--- src/rtl/wb_pkg.sv ---
// Shared encodings for the writeback stage: source select and load funct3 codes.
package wb_pkg;

    typedef enum logic [1:0] {
        WB_MEM = 2'd0,
        WB_ALU = 2'd1,
        WB_PC4 = 2'd2,
        WB_IMM = 2'd3
    } wb_sel_e;

    localparam logic [2:0] F3_LB  = 3'b000;
    localparam logic [2:0] F3_LH  = 3'b001;
    localparam logic [2:0] F3_LW  = 3'b010;
    localparam logic [2:0] F3_LD  = 3'b011;
    localparam logic [2:0] F3_LBU = 3'b100;
    localparam logic [2:0] F3_LHU = 3'b101;
    localparam logic [2:0] F3_LWU = 3'b110;

endpackage

--- src/rtl/load_align.sv ---
// Combinational load lane select and sign/zero extension.
module load_align
    import wb_pkg::*;
#(
    parameter  int unsigned XLEN = 32,
    localparam int unsigned AL_W = $clog2(XLEN / 8)
) (
    input  logic [XLEN-1:0] DataR,
    input  logic [2:0]      funct3,
    input  logic [AL_W-1:0] addr_lo,
    output logic [XLEN-1:0] aligned
);

    logic [7:0]      byte_lane;
    logic [15:0]     half_lane;
    logic [XLEN-1:0] word_sext;
    logic [XLEN-1:0] word_zext;

    // Byte lane follows the full offset; half lane ignores offset bit 0.
    assign byte_lane = DataR[{addr_lo, 3'b000} +: 8];
    assign half_lane = DataR[{addr_lo[AL_W-1:1], 4'b0000} +: 16];

    // Word loads only pick a lane on RV64; on RV32 the word is the whole datapath.
    generate
        if (XLEN == 64) begin : g_word64
            logic [31:0] word_lane;
            assign word_lane = DataR[{addr_lo[AL_W-1], 5'b00000} +: 32];
            assign word_sext = {{(XLEN-32){word_lane[31]}}, word_lane};
            assign word_zext = {{(XLEN-32){1'b0}}, word_lane};
        end else begin : g_word32
            assign word_sext = DataR;
            assign word_zext = DataR;
        end
    endgenerate

    // funct3 decode; 011/111 fall through to the full datapath word (LD on RV64, LW on RV32).
    always_comb begin
        aligned = DataR;
        case (funct3)
            F3_LB:   aligned = {{(XLEN-8){byte_lane[7]}}, byte_lane};
            F3_LH:   aligned = {{(XLEN-16){half_lane[15]}}, half_lane};
            F3_LW:   aligned = word_sext;
            F3_LBU:  aligned = {{(XLEN-8){1'b0}}, byte_lane};
            F3_LHU:  aligned = {{(XLEN-16){1'b0}}, half_lane};
            F3_LWU:  aligned = word_zext;
            default: aligned = DataR;
        endcase
    end

endmodule

--- src/rtl/wb_stage_pipe.sv ---
// Registered writeback stage: source mux, stage registers and retired-instruction counter.
module wb_stage_pipe
    import wb_pkg::*;
#(
    parameter  int unsigned XLEN   = 32,
    parameter  int unsigned REG_AW = 5,
    localparam int unsigned AL_W   = $clog2(XLEN / 8)
) (
    input  logic              clk,
    input  logic              rst,
    input  logic              stall_in,
    input  logic              flush_in,
    input  logic              valid_in,
    input  logic [1:0]        WBSel_in,
    input  logic              RegWEn_in,
    input  logic [REG_AW-1:0] rd_in,
    input  logic [2:0]        funct3_in,
    input  logic [AL_W-1:0]   addr_lo_in,
    input  logic [XLEN-1:0]   DataR_in,
    input  logic [XLEN-1:0]   ALU_Result_in,
    input  logic [XLEN-1:0]   pcPlus4_in,
    input  logic [XLEN-1:0]   Imm_in,
    output logic              valid_out,
    output logic              RegWEn_out,
    output logic [REG_AW-1:0] rd_out,
    output logic [XLEN-1:0]   DataWB,
    output logic [63:0]       retire_cnt
);

    logic [XLEN-1:0]   load_data;
    logic [XLEN-1:0]   wb_src;

    logic              valid_q,  valid_d;
    logic              we_q,     we_d;
    logic [REG_AW-1:0] rd_q,     rd_d;
    logic [XLEN-1:0]   data_q,   data_d;
    logic [63:0]       retire_q, retire_d;
    logic              advance;

    load_align #(.XLEN(XLEN)) u_load_align (
        .DataR   (DataR_in),
        .funct3  (funct3_in),
        .addr_lo (addr_lo_in),
        .aligned (load_data)
    );

    // 4:1 writeback source select.
    always_comb begin
        wb_src = load_data;
        case (wb_sel_e'(WBSel_in))
            WB_MEM: wb_src = load_data;
            WB_ALU: wb_src = ALU_Result_in;
            WB_PC4: wb_src = pcPlus4_in;
            WB_IMM: wb_src = Imm_in;
            default: wb_src = load_data;
        endcase
    end

    assign advance = !flush_in && !stall_in;

    // Next-state: flush loads a bubble, stall holds, otherwise capture the MEM entry.
    always_comb begin
        valid_d  = valid_q;
        we_d     = we_q;
        rd_d     = rd_q;
        data_d   = data_q;
        retire_d = retire_q;
        if (flush_in) begin
            valid_d = 1'b0;
            we_d    = 1'b0;
            rd_d    = '0;
            data_d  = '0;
        end else if (!stall_in) begin
            valid_d = valid_in;
            we_d    = RegWEn_in && valid_in && (rd_in != '0);
            rd_d    = rd_in;
            data_d  = wb_src;
        end
        if (advance && valid_in) begin
            retire_d = retire_q + 64'd1;
        end
    end

    // Stage registers with asynchronous reset.
    always_ff @(posedge clk or posedge rst) begin
        if (rst) begin
            valid_q  <= 1'b0;
            we_q     <= 1'b0;
            rd_q     <= '0;
            data_q   <= '0;
            retire_q <= '0;
        end else begin
            valid_q  <= valid_d;
            we_q     <= we_d;
            rd_q     <= rd_d;
            data_q   <= data_d;
            retire_q <= retire_d;
        end
    end

    assign valid_out  = valid_q;
    assign RegWEn_out = we_q;
    assign rd_out     = rd_q;
    assign DataWB     = data_q;
    assign retire_cnt = retire_q;

endmodule
--- config.mk ---
export PLATFORM = sky130hd
export DESIGN_NAME = wb_stage_pipe
export DESIGN_NICKNAME = d
export VERILOG_FILES = /design/src/rtl/wb_pkg.sv /design/src/rtl/load_align.sv /design/src/rtl/wb_stage_pipe.sv
export SDC_FILE = /design/constraint.sdc
export NUM_CORES = 1
export LEC_CHECK = 0
export ABC_CLOCK_PERIOD_IN_PS = 4900
export BUFFER_PORTS_ARGS = -buffer_cell sky130_fd_sc_hd__buf_2
export CAP_MARGIN = 20
export CORE_MARGIN = 2
export CORE_UTILIZATION = 52
export DETAILED_ROUTE_END_ITERATION = 16
export GPL_ROUTABILITY_DRIVEN = 1
export PLACE_DENSITY_LB_ADDON = 0.05
export SLEW_MARGIN = 20
export SYNTH_ARGS = -nofsm -noshare
export SYNTH_HDL_FRONTEND = slang
export SYNTH_SLANG_ARGS = --single-unit
--- constraint.sdc ---
create_clock -name clk -period 4.9 [get_ports clk]
set_clock_uncertainty 0.05 [all_clocks]
set_input_delay 0.49 -clock clk [delete_from_list [all_inputs] [get_ports clk]]
set_output_delay 0.49 -clock clk [all_outputs]
set_load 0.02 [all_outputs]
* After elaboration in Yosys (flattened, before gate mapping)
Cells that the tools add are included.
Word-level totals: output and inout bits 103, bits in registers 103, logic and storage cells 34, bits of input ports 146
Cells by class: eq/ne operators 7, shift operators 2, reductions and logical operators 9, multiplexer cells 10, $add $sub $neg 1
Operators by type and width (number):
- $pmux W32 S4 | 2
- $add A64 B1 Y64 const B | 1
- $mux W32 | 2
- $shiftx A32 B6 Y16 | 1
- $shiftx A32 B6 Y8 | 1
- $mux W5 | 2
- $eq A3 B3 Y1 const B | 2
- $reduce_bool A5 Y1 | 1
- $eq A2 B2 Y1 const B | 2
- $logic_and A1 B1 Y1 | 4
- $mux W1 | 4
- $eq A3 B1 Y1 const B | 1
- $logic_not A3 Y1 | 1
- $eq A2 B1 Y1 const B | 1
- $logic_not A1 Y1 | 2
- $logic_not A2 Y1 | 1
- $ne A2 B1 Y1 const B | 1

* Depth between registers and ports, before layout
depth in word-level cells 5, mapped depth 7

* Cells and area by module
Synthesis repeated with hierarchy kept, for this count alone.
Unflattened totals: cell total of the unflattened synthesis 565, area total of the unflattened synthesis 6059.6 um^2
By module, submodules not included:
- wb_stage_pipe | times used 1, cells an instance 447, sequential area each 2577.5 um^2, area each 5265.0 um^2
- load_align | times used 1, cells an instance 118, sequential area each 0.0 um^2, area each 794.5 um^2

* Least setup slack after synthesis
No wires, ideal clock.
path kind input port to flip-flop, start input port addr_lo_in[1], end register data_q[10] (netlist: DataWB[10]), path buffers 1, setup slack 2.701 ns, cell stages on the path 6, setup time 0.122 ns, data required time 4.728 ns, arrival 2.027 ns, path through buf_2 -> mux2_2 -> or2_1 -> a311oi_4 -> o21ai_0 -> a32o_1
On the way: longest elaborated chain between the ends 5
RTL lines:
- from (decl) | RTL line wb_stage_pipe.sv:18 | input logic [AL_W-1:0] addr_lo_in,
- $shiftx A32 B6 Y16 or $shiftx A32 B6 Y8 (tied branches) | RTL line load_align.sv:21, load_align.sv:20
- $pmux W32 S4 * | RTL line load_align.sv:39 | case (funct3)
- $pmux W32 S4 * | RTL line wb_stage_pipe.sv:50 | case (wb_sel_e'(WBSel_in))
- $mux W32 * | RTL line wb_stage_pipe.sv:73 | end else if (!stall_in) begin
- $mux W32 * | RTL line wb_stage_pipe.sv:68 | if (flush_in) begin
- to (signal assigned) | RTL line wb_stage_pipe.sv:96 | data_q <= data_d;
- to (decl) | RTL line wb_stage_pipe.sv:36 | logic [XLEN-1:0] data_q, data_d;
Every way passes the cells marked *; elsewhere a longest branch is shown, timed or not. The select of a mux whose other input is x is not followed. A chain may end at the register's enable or synchronous reset.

* Worst setup path after layout
start input port WBSel_in[0], end register data_q[0] (netlist: DataWB[0])
On the way: longest elaborated chain between the ends 4
RTL lines:
- from (decl) | RTL line wb_stage_pipe.sv:14 | input logic [1:0] WBSel_in,
- $eq A2 B2 Y1, or another cell as far along | RTL line wb_stage_pipe.sv:50
- $pmux W32 S4 * | RTL line wb_stage_pipe.sv:50
- $mux W32 * | RTL line wb_stage_pipe.sv:73
- $mux W32 * | RTL line wb_stage_pipe.sv:68
Marks and branches as above.

==> run metrics <==
status finished clean; DRC viols 0; global-route wire length before repair 26500 µm; H-tree Lvls 3; Syn-to-layout area delta 26.3%; post-cts resize count 0; Post-DP Area 0.00705 mm²; die area 0.0119 mm²; flop and latch count out of synthesis 103; TritonRoute pass-1 iters 5; filler cell count 896; leakage power 3.83 nW; gr ovfl total 0; kind of critical path input pin to flop; vias per inst 5.73; clk root buf clkbuf_8; Finished Core Util 0.671; die height 109 µm; Setup crit end kind flop; Top-Level Pins 249; final instance area 0.00725 mm²; drt initial violations 250; worst hold path class input pin to async pin; Post-CTS Setup Inserts 0; Final HPWL DP 13500 µm; Wirelength per Cell 18.5 µm; Final Non-Filler Cells 931; Crit-path slowest cell buf_2; via count 5336; CP Launch Type input pin; TritonCTS Sinks 103; CP required 5.10 ns; worst ir drop on vdd 0.000180 V; RSZ-0062 raised after global routing false; vias in the first global route 5280; flop2flop setup slack 2.57 ns; RR Endpoint retire_cnt[62]$_DFFE_PP0P_; Worst-Skew Late Latency 0.36 ns; maxcap violations 0; largest buffer count on any clock path 2; Worst R2R Start retire_cnt[0]$_DFFE_PP0P_; most common cell after layout, fill and taps aside buf_2; Worst path max stage delay 0.77 ns; multi-input logic area 0.00301 mm²; Total GRT Usage 0.292; CTS Buf Count 9; Setup violations, final 0; cts-stage hold buffer count 0; slew margin rel. 0.292; Hold WS 0.218 ns; initial antenna violation count 5; mapped cell area 0.00574 mm²; Tcrit/Tclk final 0.511; setup TNS 0 ns; DRT antenna net count 0; Inst Count DP 913; Tightest Pin Transition 1.06 ns; Pins Over Slew Limit 0; crit-path cells buf_2 -> nand2b_1 -> o21ai_0 -> a21oi_1 -> a22o_1; ys async rst share 1.00; NumNets Final 931; layout cells sized above 1 0.386; final hold violation count 0; minimum clock period 2.50 ns; FMAX 0.400 GHz; Syn Area/Cell 10.4 µm²; Clock Pin Slew Worst Setup and Hold Paths 0.10 ns; most frequent cells in the layout buf_2 (248), dfrtp_1 (103), nand2_1 (56), mux2i_1 (37), o21ai_0 (37); maximum fanout along the worst path 35; CTS tree yes; Initial Util 0.532; pwr/cell area 251 mW/mm²; Port Buffer Count 248; Syn Inst Count 551; critical path arrival 2.70 ns; Net Count, Synth 698; Main synth FF type dfrtp_1; die width 109 µm; R2R depth 6; Post-synth EDFFs 0; largest net degree at the start of global routing 65; GP Congestion 0.857; Row Count 38; CORE AREA 0.0108 mm²; sequential area share after synthesis 0.449; routed wire length 17200 µm; register area 0.00258 mm²; Yosys cell types 49; yosys warns 0
-- sequential cells by signal, summed over array words and instances (netlist names) --
register and flops:
retire_cnt 64, RegWEn_out 1, valid_out 1, DataWB 32, rd_out 5
-- power by group --
group	switching [mW]	leakage (nW)	total [mW]	internal, mW
Sequential	0.0431	1.38	0.934	0.891
Combinational	0.211	2.35	0.358	0.147
Clock	0.284	0.0940	0.527	0.243
-- layout make-up --
type | count | share of cell area
well taps | 140 | 0.0242
repair buffers | 250 | 0.173
diodes | 4 | 0.00138
inverters | 9 | 0.00501
multi-input cells | 411 | 0.415
clock buffers | 10 | 0.0190
clock inverters | 4 | 0.00656
flip-flops and latches | 103 | 0.356
-- metal layers --
| layer | routed length [µm] | part of all wire | vias to the layer above | global-route usage |
|---|---|---|---|---|
| met4 | 448 | 0.026 | 0 | 0.117 |
| li1 | - | - | 2477 | - |
| met2 | 9050 | 0.53 | 217 | 0.523 |
| met3 | 1120 | 0.065 | 35 | 0.0616 |
| met1 | 6610 | 0.38 | 2607 | 0.340 |
| met5 | 0 | 0 | - | 0 |
-- how the worst max path moves through the flow --
stage	start	endpoint	slack, ns	cells after the start
after floorplan	rst	DataWB[0]$_DFFE_PP0P_	1.66	1
after global placement	WBSel_in[0]	DataWB[0]$_DFFE_PP0P_	2.09	5
after detailed placement	WBSel_in[0]	DataWB[0]$_DFFE_PP0P_	2.02	5
after CTS	WBSel_in[0]	DataWB[0]$_DFFE_PP0P_	2.41	5
after global routing	WBSel_in[0]	DataWB[6]$_DFFE_PP0P_	2.16	5
final	WBSel_in[0]	DataWB[0]$_DFFE_PP0P_	2.40	5
-- cell usage after synthesis (all sizes together) (16+ instances only) --
library cell / count / area (µm²)
dfrtp: 103 / 2580
a21oi: 18 / 90.1
nand2: 56 / 210
nor2: 35 / 131
mux2i: 37 / 370
clkbuf: 17 / 63.8
xor2: 35 / 307
o221ai: 16 / 140
xnor2: 28 / 245
nand3: 22 / 120
nand4: 21 / 156
o21ai: 39 / 195
-- cell families after synthesis --
kind of cell	Yosys count	share of synthesized area
simple gates	198	0.205
buf+inv	37	0.0284
xor+xnor	63	0.0962
compound gates	102	0.119
flops	103	0.449
mux	47	0.0999
fa+ha+maj	1	0.00218
-- critical path, delay by kind of cell --
kind	cells	cell delay [ns]
buf+inv	1	0.77
simple gates	1	0.76
compound gates	3	0.67
-- metrics by stage --
stage / setup WS, ns / power (mW)
after CTS: 2.41 / 1.83
after global placement: 2.09 / 1.30
final: 2.40 / 1.82
after floorplan: 1.66 / 1.15
after global routing: 2.16 / 1.90
after detailed placement: 2.02 / 1.31
Power figures use the tool's default switching activity.
